## src/rtl/sprite_rom_sequencer.sv

```systemverilog
// Sprite ROM sequencer: walks a 1-bit bitmap ROM row-major and emits colour-expanded
// pixels tagged with x/y/last through a 2-entry, credit-controlled output buffer.
module sprite_rom_sequencer #(
  parameter int ADDR_WIDTH  = 17,
  parameter int DIM_WIDTH   = 9,
  parameter int COLOR_WIDTH = 16
) (
  input  logic                   clk,
  input  logic                   rst_n,
  input  logic                   start,
  input  logic                   abort,
  input  logic [ADDR_WIDTH-1:0]  base_addr,
  input  logic [DIM_WIDTH-1:0]   img_w,
  input  logic [DIM_WIDTH-1:0]   img_h,
  input  logic [COLOR_WIDTH-1:0] fg_color,
  input  logic [COLOR_WIDTH-1:0] bg_color,
  output logic                   busy,
  output logic                   done,
  output logic [ADDR_WIDTH-1:0]  rom_addr,
  input  logic                   rom_data,
  output logic                   pix_valid,
  input  logic                   pix_ready,
  output logic [COLOR_WIDTH-1:0] pix_data,
  output logic [DIM_WIDTH-1:0]   pix_x,
  output logic [DIM_WIDTH-1:0]   pix_y,
  output logic                   pix_last
);
  typedef enum logic [1:0] {IDLE, FETCH, DRAIN, DONE} state_t;
  typedef struct packed {
    logic [COLOR_WIDTH-1:0] data;
    logic [DIM_WIDTH-1:0]   x;
    logic [DIM_WIDTH-1:0]   y;
    logic                   last;
  } pix_t;

  state_t                 state, state_nxt;
  logic [DIM_WIDTH-1:0]   w_q, h_q, ix, iy, fx, fy;
  logic [COLOR_WIDTH-1:0] fg_q, bg_q;
  logic                   fl, infl;
  pix_t                   buf_q [2];
  pix_t                   in_pix;
  logic [1:0]             cnt, occ;
  logic                   start_ok, zero_dim, kill, pop, issue, x_end, last_issue;

  assign start_ok   = (state == IDLE) && start;
  assign zero_dim   = (img_w == '0) || (img_h == '0);
  assign kill       = abort && (state != IDLE);
  assign pop        = pix_valid && pix_ready;
  // Slots already spoken for next cycle: buffered + in flight, minus the one leaving now.
  assign occ        = cnt + {1'b0, infl} - {1'b0, pop};
  assign issue      = (state == FETCH) && !abort && (occ < 2'd2);
  assign x_end      = (ix == w_q - DIM_WIDTH'(1));
  assign last_issue = x_end && (iy == h_q - DIM_WIDTH'(1));
  assign in_pix     = {rom_data ? fg_q : bg_q, fx, fy, fl};

  assign busy      = (state == FETCH) || (state == DRAIN);
  assign done      = (state == DONE);
  assign pix_valid = (cnt != 2'd0);
  assign pix_data  = buf_q[0].data;
  assign pix_x     = buf_q[0].x;
  assign pix_y     = buf_q[0].y;
  assign pix_last  = buf_q[0].last;

  always_ff @(posedge clk or negedge rst_n) begin
    if (!rst_n) state <= IDLE;
    else        state <= state_nxt;
  end

  always_comb begin
    state_nxt = state;
    case (state)
      IDLE:  if (start) state_nxt = zero_dim ? DONE : FETCH;
      FETCH: if (abort) state_nxt = IDLE;
             else if (issue && last_issue) state_nxt = DRAIN;
      // Finish in the same cycle the last pixel hands off, so done follows immediately.
      DRAIN: if (abort) state_nxt = IDLE;
             else if (!infl && (cnt == 2'd0 || (cnt == 2'd1 && pop))) state_nxt = DONE;
      DONE:  state_nxt = IDLE;
      default: state_nxt = IDLE;
    endcase
  end

  always_ff @(posedge clk or negedge rst_n) begin
    if (!rst_n) begin
      w_q <= '0; h_q <= '0; fg_q <= '0; bg_q <= '0;
      ix <= '0; iy <= '0; fx <= '0; fy <= '0; fl <= 1'b0;
      infl <= 1'b0; rom_addr <= '0; cnt <= '0;
      buf_q[0] <= '0; buf_q[1] <= '0;
    end else begin
      infl <= issue;
      if (start_ok) begin
        w_q <= img_w; h_q <= img_h; fg_q <= fg_color; bg_q <= bg_color;
        if (!zero_dim) begin
          rom_addr <= base_addr;
          ix <= '0; iy <= '0;
        end
      end
      if (issue) begin
        fx <= ix; fy <= iy; fl <= last_issue;
        rom_addr <= rom_addr + ADDR_WIDTH'(1);
        if (x_end) begin
          ix <= '0;
          iy <= iy + DIM_WIDTH'(1);
        end else begin
          ix <= ix + DIM_WIDTH'(1);
        end
      end
      if (kill) cnt <= '0;
      else begin
        case ({pop, infl})
          2'b11: if (cnt == 2'd2) begin
                   buf_q[0] <= buf_q[1];
                   buf_q[1] <= in_pix;
                 end else begin
                   buf_q[0] <= in_pix;
                 end
          2'b10: begin
                   buf_q[0] <= buf_q[1];
                   cnt <= cnt - 2'd1;
                 end
          2'b01: begin
                   buf_q[cnt[0]] <= in_pix;
                   cnt <= cnt + 2'd1;
                 end
          default: ;
        endcase
      end
    end
  end
endmodule

```

## config.mk

```make
export PLATFORM = sky130hd
export DESIGN_NAME = sprite_rom_sequencer
export DESIGN_NICKNAME = d
export VERILOG_FILES = /design/src/rtl/sprite_rom_sequencer.sv
export SDC_FILE = /design/constraint.sdc
export NUM_CORES = 1
export LEC_CHECK = 0
export BUFFER_PORTS_ARGS = -buffer_cell sky130_fd_sc_hd__buf_4
export CELL_PAD_IN_SITES_DETAIL_PLACEMENT = 1
export CELL_PAD_IN_SITES_GLOBAL_PLACEMENT = 1
export CORE_MARGIN = 3
export CORE_UTILIZATION = 41
export CTS_CLUSTER_SIZE = 16
export DETAILED_ROUTE_END_ITERATION = 7
export PLACE_DENSITY_LB_ADDON = 0.15
export SYNTH_ARGS = -nofsm -noshare
export SYNTH_HDL_FRONTEND = slang
export SYNTH_SLANG_ARGS = --single-unit
```

## constraint.sdc

```tcl
create_clock -name clk -period 2.4 [get_ports clk]
set_input_delay 0.36 -clock clk [delete_from_list [all_inputs] [get_ports clk]]
set_output_delay 0.36 -clock clk [all_outputs]
set_load 0.02 [all_outputs]
```

==> Word level (Yosys, flattened, before mapping) <==
Cells that the tools add are included.
Widths: inputs -> output; s select.
{ "word_totals": {"ff_bits": 179, "input_bits": 73, "output_inout_bits": 55, "wordCells": 107} }
{ "classes": {"n_addsub": 9, "n_lt_le_gt_ge": 3, "eq_ne": 15, "n_mux": 28, "bitwise_logic": 2, "n_reduce_logical": 29} }
{ "op_table": {"columns": ["cell", "count"], "rows": [
  ["$mux 35", 3],
  ["$pmux 35 s3", 1],
  ["$mux 9", 8],
  ["$bwmux 70", 1],
  ["$pmux 35 s2", 1],
  ["$mux 17", 3],
  ["$demux 35 s1", 1],
  ["$add 9x1->9 const B", 2],
  ["$eq 9x9->1", 2],
  ["$logic_not 9->1", 2],
  ["$sub 9x1->9 const B", 2],
  ["$add 17x1->17 const B", 1],
  ["$mux 16", 1],
  ["$mux 2", 7],
  ["$eq 2x2->1 const B", 5],
  ["$logic_and 1x1->1", 10],
  ["$pmux 2 s4", 1],
  ["$reduce_bool 2->1", 4],
  ["$eq 2x1->1 const B", 3],
  ["$ne 3x2->1 const B", 2],
  ["$reduce_and 3->1", 2],
  ["$reduce_bool 3->1", 2],
  ["$logic_not 2->1", 2],
  ["$ne 2x2->1 const B", 2],
  ["14 further kinds", 18]
]} }

==> Longest topological paths before layout <==
Gate-level depths: netlist of the first run.
{ "depth": {"word_depth": 9, "mapped_depth": 14} }

==> Least setup slack after synthesis of the first run <==
Ideal clock, no wire load.
{ "synth_timing": {"path_kind": "reg2reg", "startpoint": "register cnt[0]", "endpoint": "register state[0]", "setup_time_ps": 126, "t_arrival_ps": 2715, "t_required_ps": 2274, "setup_slack_ps": -441, "stages_incl_launch_ff": 13, "cell_sequence": "dfrtp_1 -> inv_1 -> ha_1 -> inv_1 -> nand2_1 -> inv_1 -> ha_1 -> nor2b_1 -> xnor2_1 -> nand2_1 -> nor4_4 -> a21oi_2 -> o311a_1"} }
{ "synth_between": {"elab_chain_cells": 8, "elab_cells_between_ends": 15} }
{ "synth_lines": {"columns": ["element", "line_no", "rtl"], "rows": [
  ["start: declaration", "42", "logic [1:0] cnt, occ;"],
  ["start signal: assignment", "119", "cnt <= cnt - 2'd1;"],
  ["start signal: assignment", "123", "cnt <= cnt + 2'd1;"],
  ["$reduce_bool 2->1 *", "58", "assign pix_valid = (cnt != 2'd0);"],
  ["named net pix_valid", "21", "output logic pix_valid,"],
  ["$logic_and 1x1->1 *", "48", "assign pop = pix_valid && pix_ready;"],
  ["$sub 2x1->2", "50", "assign occ = cnt + {1'b0, infl} - {1'b0, pop};"],
  ["$lt 2x2->1", "51", "assign issue = (state == FETCH) && !abort && (occ < 2'd2);"],
  ["$logic_and 1x1->1", "51", null],
  ["$logic_and 1x1->1", "74", "else if (issue && last_issue) state_nxt = DRAIN;"],
  ["$ne 3x2->1 (no line)", null, null],
  ["$reduce_and 3->1 (no line) *", null, null],
  ["end signal: assignment", "66", "else state <= state_nxt;"],
  ["end: declaration", "36", "state_t state, state_nxt;"]
]} }
Mark *: on every way through the listed nets, which the timed path passes. The rest lies on a longest branch.
A chain may end at the register's enable or synchronous reset.

==> Final worst setup path of the first run <==
{ "layout_timing": {"startpoint": "register cnt[1]", "endpoint": "register state[0]"} }
{ "layout_between": {"elab_chain_cells": 8, "elab_cells_between_ends": 15} }
{ "layout_lines": {"columns": ["element"], "rows": [
  ["parallel branches: the longest is 7 deep, another holds $add 2x1->2"],
  ["$reduce_and 3->1 (no line) *"]
]} }
Mark *: on every way between the ends.

==> out/metrics.csv, run 1 <==
stage;metric;value;unit
cts;cts_tree;built;
global_route;grt_start_max_net_pins;51;
die;initial_core_util;41.90;%
setup_path;worst_ep_arrival_time;2.73;ns
die;rows;55;
route;wl;25830;um
placed_design;dpl.cell_count;1399;
timing;setup_viol;1;
cells_and_area;fillers;2551;
route;drcViolationCount;0;
die;fp.dieH;158.6;um
yosys;synth_warnings;0;
cells_and_area;layout.nets;1203;
yosys;synth_area_leader_cell;dfrtp_1;
setup_path;criticalPathCategory;register to register;
setup_path;r2r_cells;13;
power_and_ir_drop;clock_power_share;18.3;%
global_route;grt_pass1_wl;41700;um
cells_and_area;final_cell_mix;buf_4, dfrtp_1, nand2_1;
yosys;synth_edf_count;0;
power_and_ir_drop;switching_share;40.59;%
run_status;status;finished with violations;
setup_path;start_kind;register;
timing;min_period;2.417;ns
cells_and_area;fin_util;51.96;%
yosys;synth_cell_types;53;
route;first_pass_iters;4;
placed_design;io_buffers;127;
yosys;netlist_area;9544;sq um
power_and_ir_drop;p_switching;6075;uW
die;coreArea;22780;sq um
power_and_ir_drop;p_leak;0.005322;uW
yosys;syn-mean-instance-area;9.660;sq um
global_route;antenna_found_initial;0;
worst_hold_path;hold_path.class;input port to register;
cts;clockBufferDepth;2;
run_status;violations;setup timing;
setup_path;setup.worst_path.end_class;register;
route;vias_per_cell;5.380;
setup_path;reg2reg_slack;-0.02;ns
timing;slew-limit-headroom;63.55;%
timing;timing.final.crit_share;100.7;%
cells_and_area;drive_gt1_share;30.11;%
global_route;grtUsageTotal;20.87;%
yosys;seq_area_frac_synth;46.93;%
timing;drv_slew;0;
cts;cts_made_buffers;17;
timing;worst_pin_slew;0.5315;ns
die;die_w;158.6;um
timing;finalHoldViolCount;0;
setup_path;crit_fanout;5;
cts;cts-root-buf;clkbuf_16;
cells_and_area;final_common_cell;buf_4;
placed_design;hpwl;18590;um
placed_design;gp_congestion;0.8070;
timing;rsz0062_at_grt;yes;
power_and_ir_drop;power_density;1264;nW/um^2
yosys;ys_seq_elements;179;
yosys;syn_inst;988;
flow_run;maxCapViolCount;0;
route;vias;7742;
cts;clkLatencyLatePin;0.44;ns
timing;setup_ws;-0.01665;ns
power_and_ir_drop;p_int;8890;uW
die;fp.dieArea;25140;sq um
yosys;synth_area_leaders;dfrtp_1, mux2_2, nand2_1;
cells_and_area;instances_no_fill;1439;
die;pin_count;128;
cells_and_area;antenna_cells;0;
route;ant_nets;0;
setup_path;crit_required;2.72;ns
global_route;grt_pass1_vias;7679;
cts;cts.sinks;179;
yosys;synth_top_area_share;46.93;%
yosys;async_flop_share;100.0;%
global_route;grt.overflow.total;0;
cts;clk_pin_slew;0.07;ns
yosys;synth_flop_cell;dfrtp_1;
cells_and_area;area_delta_synth_final;24.02;%
yosys;synth_nets;1078;
timing;fmax;413.8;MHz
worst_hold_path;holdPathStages;2;
route;wire_per_inst;17.95;um
timing;skew;0.009335;ns
route;drt_iter0_drc;259;
power_and_ir_drop;ir_drop;635.8;uV
power_and_ir_drop;comb_power_share;47.5;%
power_and_ir_drop;pwr-share-seq;34.2;%
cts;htreeDepth;4;
per-stage QoR:
step | power, uW | cell area, sq um | worst slack, ns | hold slack [ns] | setup TNS (ns)
2_1_floorplan | 9760 | 9610 | -0.1098 | 0.06441 | -0.4900
3_3_place_gp | 11800 | 11080 | -0.04267 | 0.3505 | -0.08000
3_5_place_dp | 12070 | 11080 | -0.1916 | 0.3517 | -1.722
4_1_cts | 14930 | 11700 | -0.03817 | 0.1347 | -0.06298
5_1_grt | 16070 | 11840 | -0.1164 | 0.1421 | -0.8969
6_report | 14960 | 11840 | -0.01665 | 0.1495 | -0.01665
sequential cells by signal, indices dropped and copies added, names as in the netlist:
register and cells:
fx 9, iy 9, buf_q 35, pix_y 9, infl 1, fl 1
fy 9, bg_q 16, ix 9, w_q 9, h_q 9, rom_addr 17
pix_x 9, pix_last 1, fg_q 16, state 2, cnt 2, pix_data 16
layout make-up:
class                      instances  area (sq um)  share of cell area [%]
clock buffer                      18         429.2                   3.626
tap                              313         391.6                   3.309
timing repair buffer             198          1642                   13.87
sequential                       179          4479                   37.84
clock inverter                    14         127.6                   1.078
inverter                          26         105.1                  0.8879
multi-input combinational        691          4662                   39.39
power by group through the flow:
stage          Clock, uW  Sequential, uW  Combinational (uW)
2_1_floorplan          0            5070                4690
3_3_place_gp           0            5110                6690
3_5_place_dp           0            5170                6900
4_1_cts             2790            5120                7020
5_1_grt             2900            5290                7870
6_report            2740            5120                7110
metal layers:
metal,routed length [um],global-route usage [%]
met2,12560,34.05
met3,580,2.772
met4,222,4.506
met5,0,0
met1,12470,29.85
cells by family after synthesis:
kind of cell | share of synthesized area, %
buffers and inverters | 6.135
AO/OA/AOI/OAI | 15.94
flip-flops | 46.93
adder cells (fa/ha/maj) | 2.333
XOR/XNOR | 2.111
multiplexers | 11.00
AND/OR/NAND/NOR | 15.55
worst paths after layout:
kind	from	to
worst min register to register	pix_data[6]	pix_data[6]
worst max register to register	cnt[1]	state[0]
max in group asynchronous	rst_n	buf_q[32]
worst max-delay path	cnt[1]	state[0]
min in group asynchronous	rst_n	buf_q[26]
worst min-delay path	bg_color[10]	bg_q[10]
worst max-delay path: stages, from the launching register on:
cell and delay (ns):
dfrtp_1 0.40, inv_2 0.10, ha_4 0.16, inv_6 0.04
nand2_4 0.07, inv_4 0.04, ha_4 0.27, nor2b_4 0.04
xnor2_2 0.20, nand2_4 0.12, nor4_4 0.32, buf_4 0.20
a21oi_4 0.06, o311a_1 0.29
timing repair:
action | 4_1_cts | 5_1_grt
buffers inserted | 2 | 5
hold buffers | 1 | 0
endpoints found under the setup margin | 22 | 35
endpoints found under the hold margin | 45 | 0
gates resized for setup | 11 | 21
pin swaps | 2 | 8
cell usage after synthesis (2+ instances only):
library cell and instances:
a211o_1 4, a211oi_1 28, a21oi_1 47, a22o_1 38
a311oi_1 5, a31oi_1 33, and2_1 3, and3_1 16
buf_1 9, buf_2 3, buf_4 35, clkbuf_1 44
dfrtp_1 179, ha_1 17, inv_1 26, mux2_2 71
mux2i_1 25, nand2_1 140, nand2b_1 9, nand3_1 19
nand3b_1 2, nand4_1 6, nor2_1 61, nor2b_1 28
nor3_1 14, nor4_1 7, nor4b_1 3, o211ai_1 4
o21ai_0 60, o21ai_1 3, or3_1 6, xnor2_1 15
xor2_1 8
(Power assumes the default switching activity.)
==> inputs of run 2 (changes only) <==
--- a/config.mk
+++ b/config.mk
@@ -13,6 +13,7 @@
 export CTS_CLUSTER_SIZE = 16
 export DETAILED_ROUTE_END_ITERATION = 7
 export PLACE_DENSITY_LB_ADDON = 0.15
+export REMOVE_ABC_BUFFERS = 1
 export SYNTH_ARGS = -nofsm -noshare
 export SYNTH_HDL_FRONTEND = slang
 export SYNTH_SLANG_ARGS = --single-unit
==> run 2 against run 1 <==
The flow still finishes with violations (setup timing). Register-to-register slack worse by 0.07 ns. Sequential power hardly changed. Largest cell class unchanged. Worst setup slack got worse by 0.068 ns. Hold slack improved by 0.0013 ns. Clock-buffer cell count shrank 1. Critical path type unchanged. Wire length up 2.1%. Via count rose by 1.1%. Critical endpoint is now iy[6]. Global-route usage decreased by 0.079 points. Final area up 2.4%.
==> out/metrics.csv, run 2 (synthesis results as in run 1) <==
stage;metric;value;unit
timing;setup-tns-final;-0.4834;ns
worst_hold_path;hold_path.class;input port to register;
cts;clkLatencyLatePin;0.44;ns
global_route;grt_pass1_vias;8129;
timing;finalHoldViolCount;0;
route;vias_per_cell;5.394;
cts;cts.sinks;179;
cells_and_area;area_delta_synth_final;26.98;%
setup_path;startpoint;cnt[1];
timing;fmax;402.5;MHz
cells_and_area;final_cell_mix;buf_4, dfrtp_1, nand2_1;
cells_and_area;drive_gt1_share;32.34;%
setup_path;criticalPathCategory;register to register;
power_and_ir_drop;switching_share;41.03;%
die;initial_core_util;41.90;%
placed_design;io_buffers;127;
setup_path;r2r-start;cnt[1];
cts;cts_made_buffers;17;
placed_design;hpwl;17620;um
worst_hold_path;hold_start;bg_color[10];
setup_path;reg2reg_slack;-0.08;ns
cells_and_area;largest_reg_flops;35;
route;wire_per_inst;18.17;um
cts;clockBufferDepth;2;
timing;whs;0.1509;ns
cells_and_area;layout.nets;1215;
setup_path;endpoint;iy[6];
die;fp.dieArea;25140;sq um
route;drcViolationCount;0;
die;coreArea;22780;sq um
power_and_ir_drop;clock_power_share;18.2;%
power_and_ir_drop;pwr-share-seq;33.3;%
setup_path;start_kind;register;
cts;cts_tree;built;
power_and_ir_drop;power.total;15340;uW
setup_path;cp_cell_sequence;inv_2 -> ha_4 -> inv_4 -> nand2_4 -> inv_4 -> ha_4 -> xor2_2 -> xnor2_1 -> nand2_2 -> nor4_4 -> buf_6 -> buf_12 -> mux2i_4 -> o21ai_1;
die;fp.dieH;158.6;um
placed_design;gp_congestion;0.8389;
timing;slew-limit-headroom;63.18;%
cells_and_area;antenna_cells;0;
power_and_ir_drop;p_switching;6294;uW
timing;setup_ws;-0.08422;ns
die;die_w;158.6;um
die;pin_count;128;
setup_path;crit_fanout;7;
global_route;grt.overflow.total;0;
global_route;grt_start_max_net_pins;71;
timing;timing.final.crit_share;103.5;%
global_route;grt_pass1_wl;41840;um
power_and_ir_drop;comb_power_share;48.5;%
setup_path;r2r_cells;14;
timing;setup_viol;13;
route;drt_iter0_drc;293;
timing;rsz0062_at_grt;yes;
cells_and_area;largest-register;buf_q;
global_route;grtUsageTotal;20.79;%
run_status;violations;setup timing;
power_and_ir_drop;p_int;9044;uW
timing;skew;0.01088;ns
route;wl;26370;um
cts;clk_pin_slew;0.08;ns
route;first_pass_iters;6;
timing;worst_pin_slew;0.5446;ns
cts;cts-root-buf;clkbuf_16;
setup_path;setup.worst_path.end_class;register;
power_and_ir_drop;p_leak;0.005433;uW
setup_path;cpPeakStageDelay;0.40;ns
power_and_ir_drop;ir_drop;574.2;uV
timing;drv_slew;0;
setup_path;crit_slowest_cell;dfrtp_1;
route;vias;7826;
cells_and_area;top_regs;buf_q x35, rom_addr x17;
setup_path;crit_required;2.72;ns
flow_run;maxCapViolCount;0;
die;rows;55;
setup_path;worst_ep_arrival_time;2.80;ns
power_and_ir_drop;power_density;1266;nW/um^2
setup_path;r2r-end;iy[6];
cts;htreeDepth;4;
cells_and_area;final_common_cell;buf_4;
timing;min_period;2.484;ns
route;ant_nets;0;
global_route;antenna_found_initial;0;
run_status;status;finished with violations;
run 2: changes by cell type in the layout (fill, tap and decap cells not counted), moves of 4 or more:
cell,delta
a21oi_2,+5
inv_8,+6
buf_6,+5
a21oi_1,-4
inv_6,-4
run 2: critical path: cells and delay by family (launching register included):
| family | cells | cell delay [ns] |
|---|---|---|
| XOR/XNOR | 2 | 0.36 |
| buffers and inverters | 5 | 0.45 |
| flip-flops | 1 | 0.40 |
| AO/OA/AOI/OAI | 1 | 0.08 |
| adder cells (fa/ha/maj) | 2 | 0.30 |
| multiplexers | 1 | 0.21 |
| AND/OR/NAND/NOR | 3 | 0.55 |
run 2: power by group through the flow:
stage	Sequential, uW	Combinational, uW	Clock (uW)
6_report	5100	7440	2790
5_1_grt	5280	8210	2980
4_1_cts	5100	7150	2860
3_5_place_dp	5140	6960	0
3_3_place_gp	5080	6730	0
2_1_floorplan	5410	3820	0
run 2: repair_timing:
| item | CTS | global route |
|---|---|---|
| pin swaps | 10 | 16 |
| gates cloned | 0 | 3 |
| buffers inserted | 8 | 10 |
| endpoints found under the hold margin | 58 | 0 |
| setup endpoints to repair | 34 | 83 |
| hold buffers | 1 | 0 |
| gates resized for setup | 29 | 53 |
run 2: worst min path at each step:
stage | endpoint | slack, ns | cells after the start
floorplan | bg_q[0] | 0.06 | 0
finish | bg_q[10] | 0.15 | 2
global placement | h_q[3] | 0.38 | 1
CTS | bg_q[8] | 0.13 | 2
detailed placement | pix_y[6] | 0.39 | 1
global route | bg_q[14] | 0.13 | 2
run 2: final cells by class:
cell class                 instances  area [sq um]
clock inverter                    15         160.2
fill                            2515         10660
multi-input combinational        691          4757
inverter                          26         105.1
timing repair buffer             210          1799
sequential                       179          4481
tap                              313         391.6
clock buffer                      17         425.4
run 2: metal layers:
metal | part of all wire (%) | vias to the layer above | GRT usage (%)
met2 | 51 | 122 | 36.53
met5 | 0 | - | 0
li1 | - | 3746 | -
met1 | 45 | 3938 | 26.98
met4 | 0.97 | 0 | 5.490
met3 | 2.7 | 20 | 2.908
run 2: metrics by stage:
step / setup slack, ns / utilization, % / cell area (sq um) / cells
after CTS: -0.08095 / 51.84 / 11810 / 1440
after global placement: -0.1668 / 48.53 / 11050 / 1400
after floorplan: -3.158 / - / 9056 / 896
after detailed placement: -0.3771 / 48.53 / 11050 / 1400
final: -0.08422 / 53.21 / 12120 / 1451
after global routing: -0.1894 / 53.21 / 12120 / 1451
==> inputs of run 3 (changes only) <==
--- a/config.mk
+++ b/config.mk
@@ -8,11 +8,12 @@
 export BUFFER_PORTS_ARGS = -buffer_cell sky130_fd_sc_hd__buf_4
 export CELL_PAD_IN_SITES_DETAIL_PLACEMENT = 1
 export CELL_PAD_IN_SITES_GLOBAL_PLACEMENT = 1
+export CORE_ASPECT_RATIO = 0.75
 export CORE_MARGIN = 3
 export CORE_UTILIZATION = 41
 export CTS_CLUSTER_SIZE = 16
 export DETAILED_ROUTE_END_ITERATION = 7
-export PLACE_DENSITY_LB_ADDON = 0.15
+export PLACE_DENSITY = 0.84
 export REMOVE_ABC_BUFFERS = 1
 export SYNTH_ARGS = -nofsm -noshare
 export SYNTH_HDL_FRONTEND = slang
==> run 3 against run 2 <==
The flow still finishes with violations (setup timing). Via count rose by 4.4%. Maximum frequency up 0.82%. Combinational power up 4.2%. First-iteration DRC count grew 98%. Wire length is 10% higher. Core utilization increased by 0.51 points. Worst setup slack improved by 0.020 ns. Flip-flop and latch count stayed put.
==> out/metrics.csv, run 3 (synthesis results as in run 1) <==
stage;metric;value;unit
run_status;status;finished with violations;
run_status;violations;setup timing;
die;pin_count;128;
timing;timing.final.crit_share;102.7;%
die;coreArea;22460;sq um
placed_design;hpwl;18570;um
timing;skew;0.009725;ns
worst_hold_path;hold_path.class;input port to register;
timing;min_period;2.464;ns
cts;cts.sinks;179;
route;vias;8173;
flow_run;maxCapViolCount;0;
power_and_ir_drop;ir_drop;609.8;uV
setup_path;worst_ep_arrival_time;2.81;ns
route;first_pass_iters;5;
timing;setup_viol;11;
global_route;antenna_found_initial;0;
timing;fmax;405.9;MHz
route;vias_per_cell;5.699;
cells_and_area;finalInstanceArea;12070;sq um
global_route;met1_usage;28.55;%
route;wl;29130;um
placed_design;io_buffers;127;
power_and_ir_drop;comb_power_share;49.2;%
power_and_ir_drop;p_switching;6652;uW
timing;finalHoldViolCount;0;
setup_path;cp_top_family;buffers and inverters;
setup_path;criticalPathCategory;register to register;
setup_path;crit_required;2.75;ns
cts;clkLatencyLatePin;0.44;ns
global_route;grt_pass1_vias;8700;
cts;htreeDepth;4;
power_and_ir_drop;p_int;9096;uW
timing;setup_ws;-0.06392;ns
cells_and_area;largest_reg_flops;35;
setup_path;crit_slowest_cell;dfrtp_1;
power_and_ir_drop;clock_power_share;17.9;%
setup_path;cp_common_cell;inv_2;
cells_and_area;layout.nets;1217;
power_and_ir_drop;p_leak;0.005431;uW
setup_path;cpPeakStageDelay;0.40;ns
route;wire_per_inst;20.31;um
setup_path;crit_buf_inv;6;
setup_path;setup.worst_path.end_class;register;
cells_and_area;final_cell_mix;buf_4, dfrtp_1, nand2_1;
setup_path;start_kind;register;
die;initial_core_util;42.49;%
placed_design;post_dp_cell_area;11000;sq um
timing;slew-limit-headroom;55.35;%
timing;worst_pin_slew;0.6683;ns
route;ant_nets;0;
setup_path;crit_fanout;6;
cells_and_area;final_common_cell;buf_4;
cts;cts_tree;built;
cells_and_area;largest-register;buf_q;
placed_design;gp_congestion;0.8307;
global_route;grt_use_met2;38.67;%
timing;rsz0062_at_grt;yes;
cts;clockBufferDepth;2;
cts;clk_pin_slew;0.08;ns
route;drcViolationCount;0;
die;rows;47;
die;fp.dieArea;25160;sq um
cts;cts-root-buf;clkbuf_16;
cells_and_area;antenna_cells;0;
power_and_ir_drop;switching_share;42.24;%
global_route;grt.overflow.total;0;
global_route;grt_busiest_layer;met2;
power_and_ir_drop;pwr-share-seq;32.9;%
global_route;grt_pass1_wl;45570;um
cts;cts_made_buffers;17;
cells_and_area;area_delta_synth_final;26.43;%
global_route;grtUsageTotal;22.00;%
timing;drv_slew;0;
cells_and_area;drive_gt1_share;32.28;%
global_route;grt_start_max_net_pins;67;
timing;whs;0.1461;ns
power_and_ir_drop;power_density;1305;nW/um^2
setup_path;cp_cell_sequence;inv_2 -> ha_4 -> inv_2 -> nand2_2 -> inv_2 -> ha_4 -> xor2_2 -> xnor2_2 -> nand2_2 -> inv_1 -> o31a_1 -> buf_6 -> buf_4 -> a21oi_1 -> a31oi_1;
route;drt_iter0_drc;580;
cells_and_area;top_regs;buf_q x35, rom_addr x17;
die;die_w;182.2;um
die;fp.dieH;138.1;um
global_route;grtUsageMet3;3.939;%
-- run 3: power groups by stage --
stage | sequential (uW) | clock, uW | combinational, uW
final | 5180 | 2820 | 7750
after global routing | 5350 | 3010 | 8410
after CTS | 5140 | 2860 | 7310
after detailed placement | 5160 | 0 | 6970
after global placement | 5070 | 0 | 6640
after floorplan | 5410 | 0 | 3820
-- run 3: final timing paths --
check / to / startpoint / cells past startpoint / slack, ns
worst max-delay path: ix[5] / cnt[1] / 15 / -0.06
worst min-delay path: bg_q[1] / bg_color[1] / 2 / 0.15
worst max register to register: ix[5] / cnt[1] / 15 / -0.06
worst min register to register: pix_y[4] / pix_y[4] / 1 / 0.51
max in group asynchronous: fy[0] / rst_n / 3 / 1.18
min in group asynchronous: h_q[2] / rst_n / 2 / 0.47
-- run 3: area by class of cell --
cell class	instances	area [sq um]
clock buffers	18	439.2
clock inverters	14	155.1
fillers	2470	10400
inverters	26	97.59
multi-input cells	691	4766
flip-flops and latches	179	4482
well taps	294	367.9
repair buffers	212	1759
-- run 3: worst reg2reg max path, cell delays in order (launching register included) --
cell	delay [ns]
dfrtp_1	0.40
inv_2	0.09
ha_4	0.14
inv_2	0.04
nand2_2	0.07
inv_2	0.05
ha_4	0.16
xor2_2	0.16
xnor2_2	0.20
nand2_2	0.13
inv_1	0.21
o31a_1	0.20
buf_6	0.14
buf_4	0.13
a21oi_1	0.08
a31oi_1	0.18
-- run 3: what timing repair did --
action,in CTS,in global routing
pin swaps,15,15
hold buffers,1,0
hold endpoints to repair,61,0
gates resized for setup,40,34
buffers inserted,8,5
setup endpoints to repair,33,74
gates cloned,1,3
-- run 3: per-stage QoR --
stage               TNS (ns)  std cells  power (uW)  setup slack (ns)  utilization (%)
finish               -0.3081       1434       15750          -0.06392            53.72
global route          -4.449       1434       16770           -0.1892            53.72
detailed placement    -5.343       1386       12130           -0.2843            48.95
floorplan            -191.12        896        9224            -3.158                -
CTS                  -0.1005       1426       15310          -0.03424            52.63
global placement     -0.8428       1386       11710          -0.08780            48.95
-- run 3: layer usage --
layer / routed length [um] / share of wire, % / up-vias
met1: 12630 / 43 / 4203
met2: 15050 / 52 / 187
met4: 366 / 1.3 / 0
met5: 0 / 0 / -
met3: 1079 / 3.7 / 35
li1: - / - / 3748
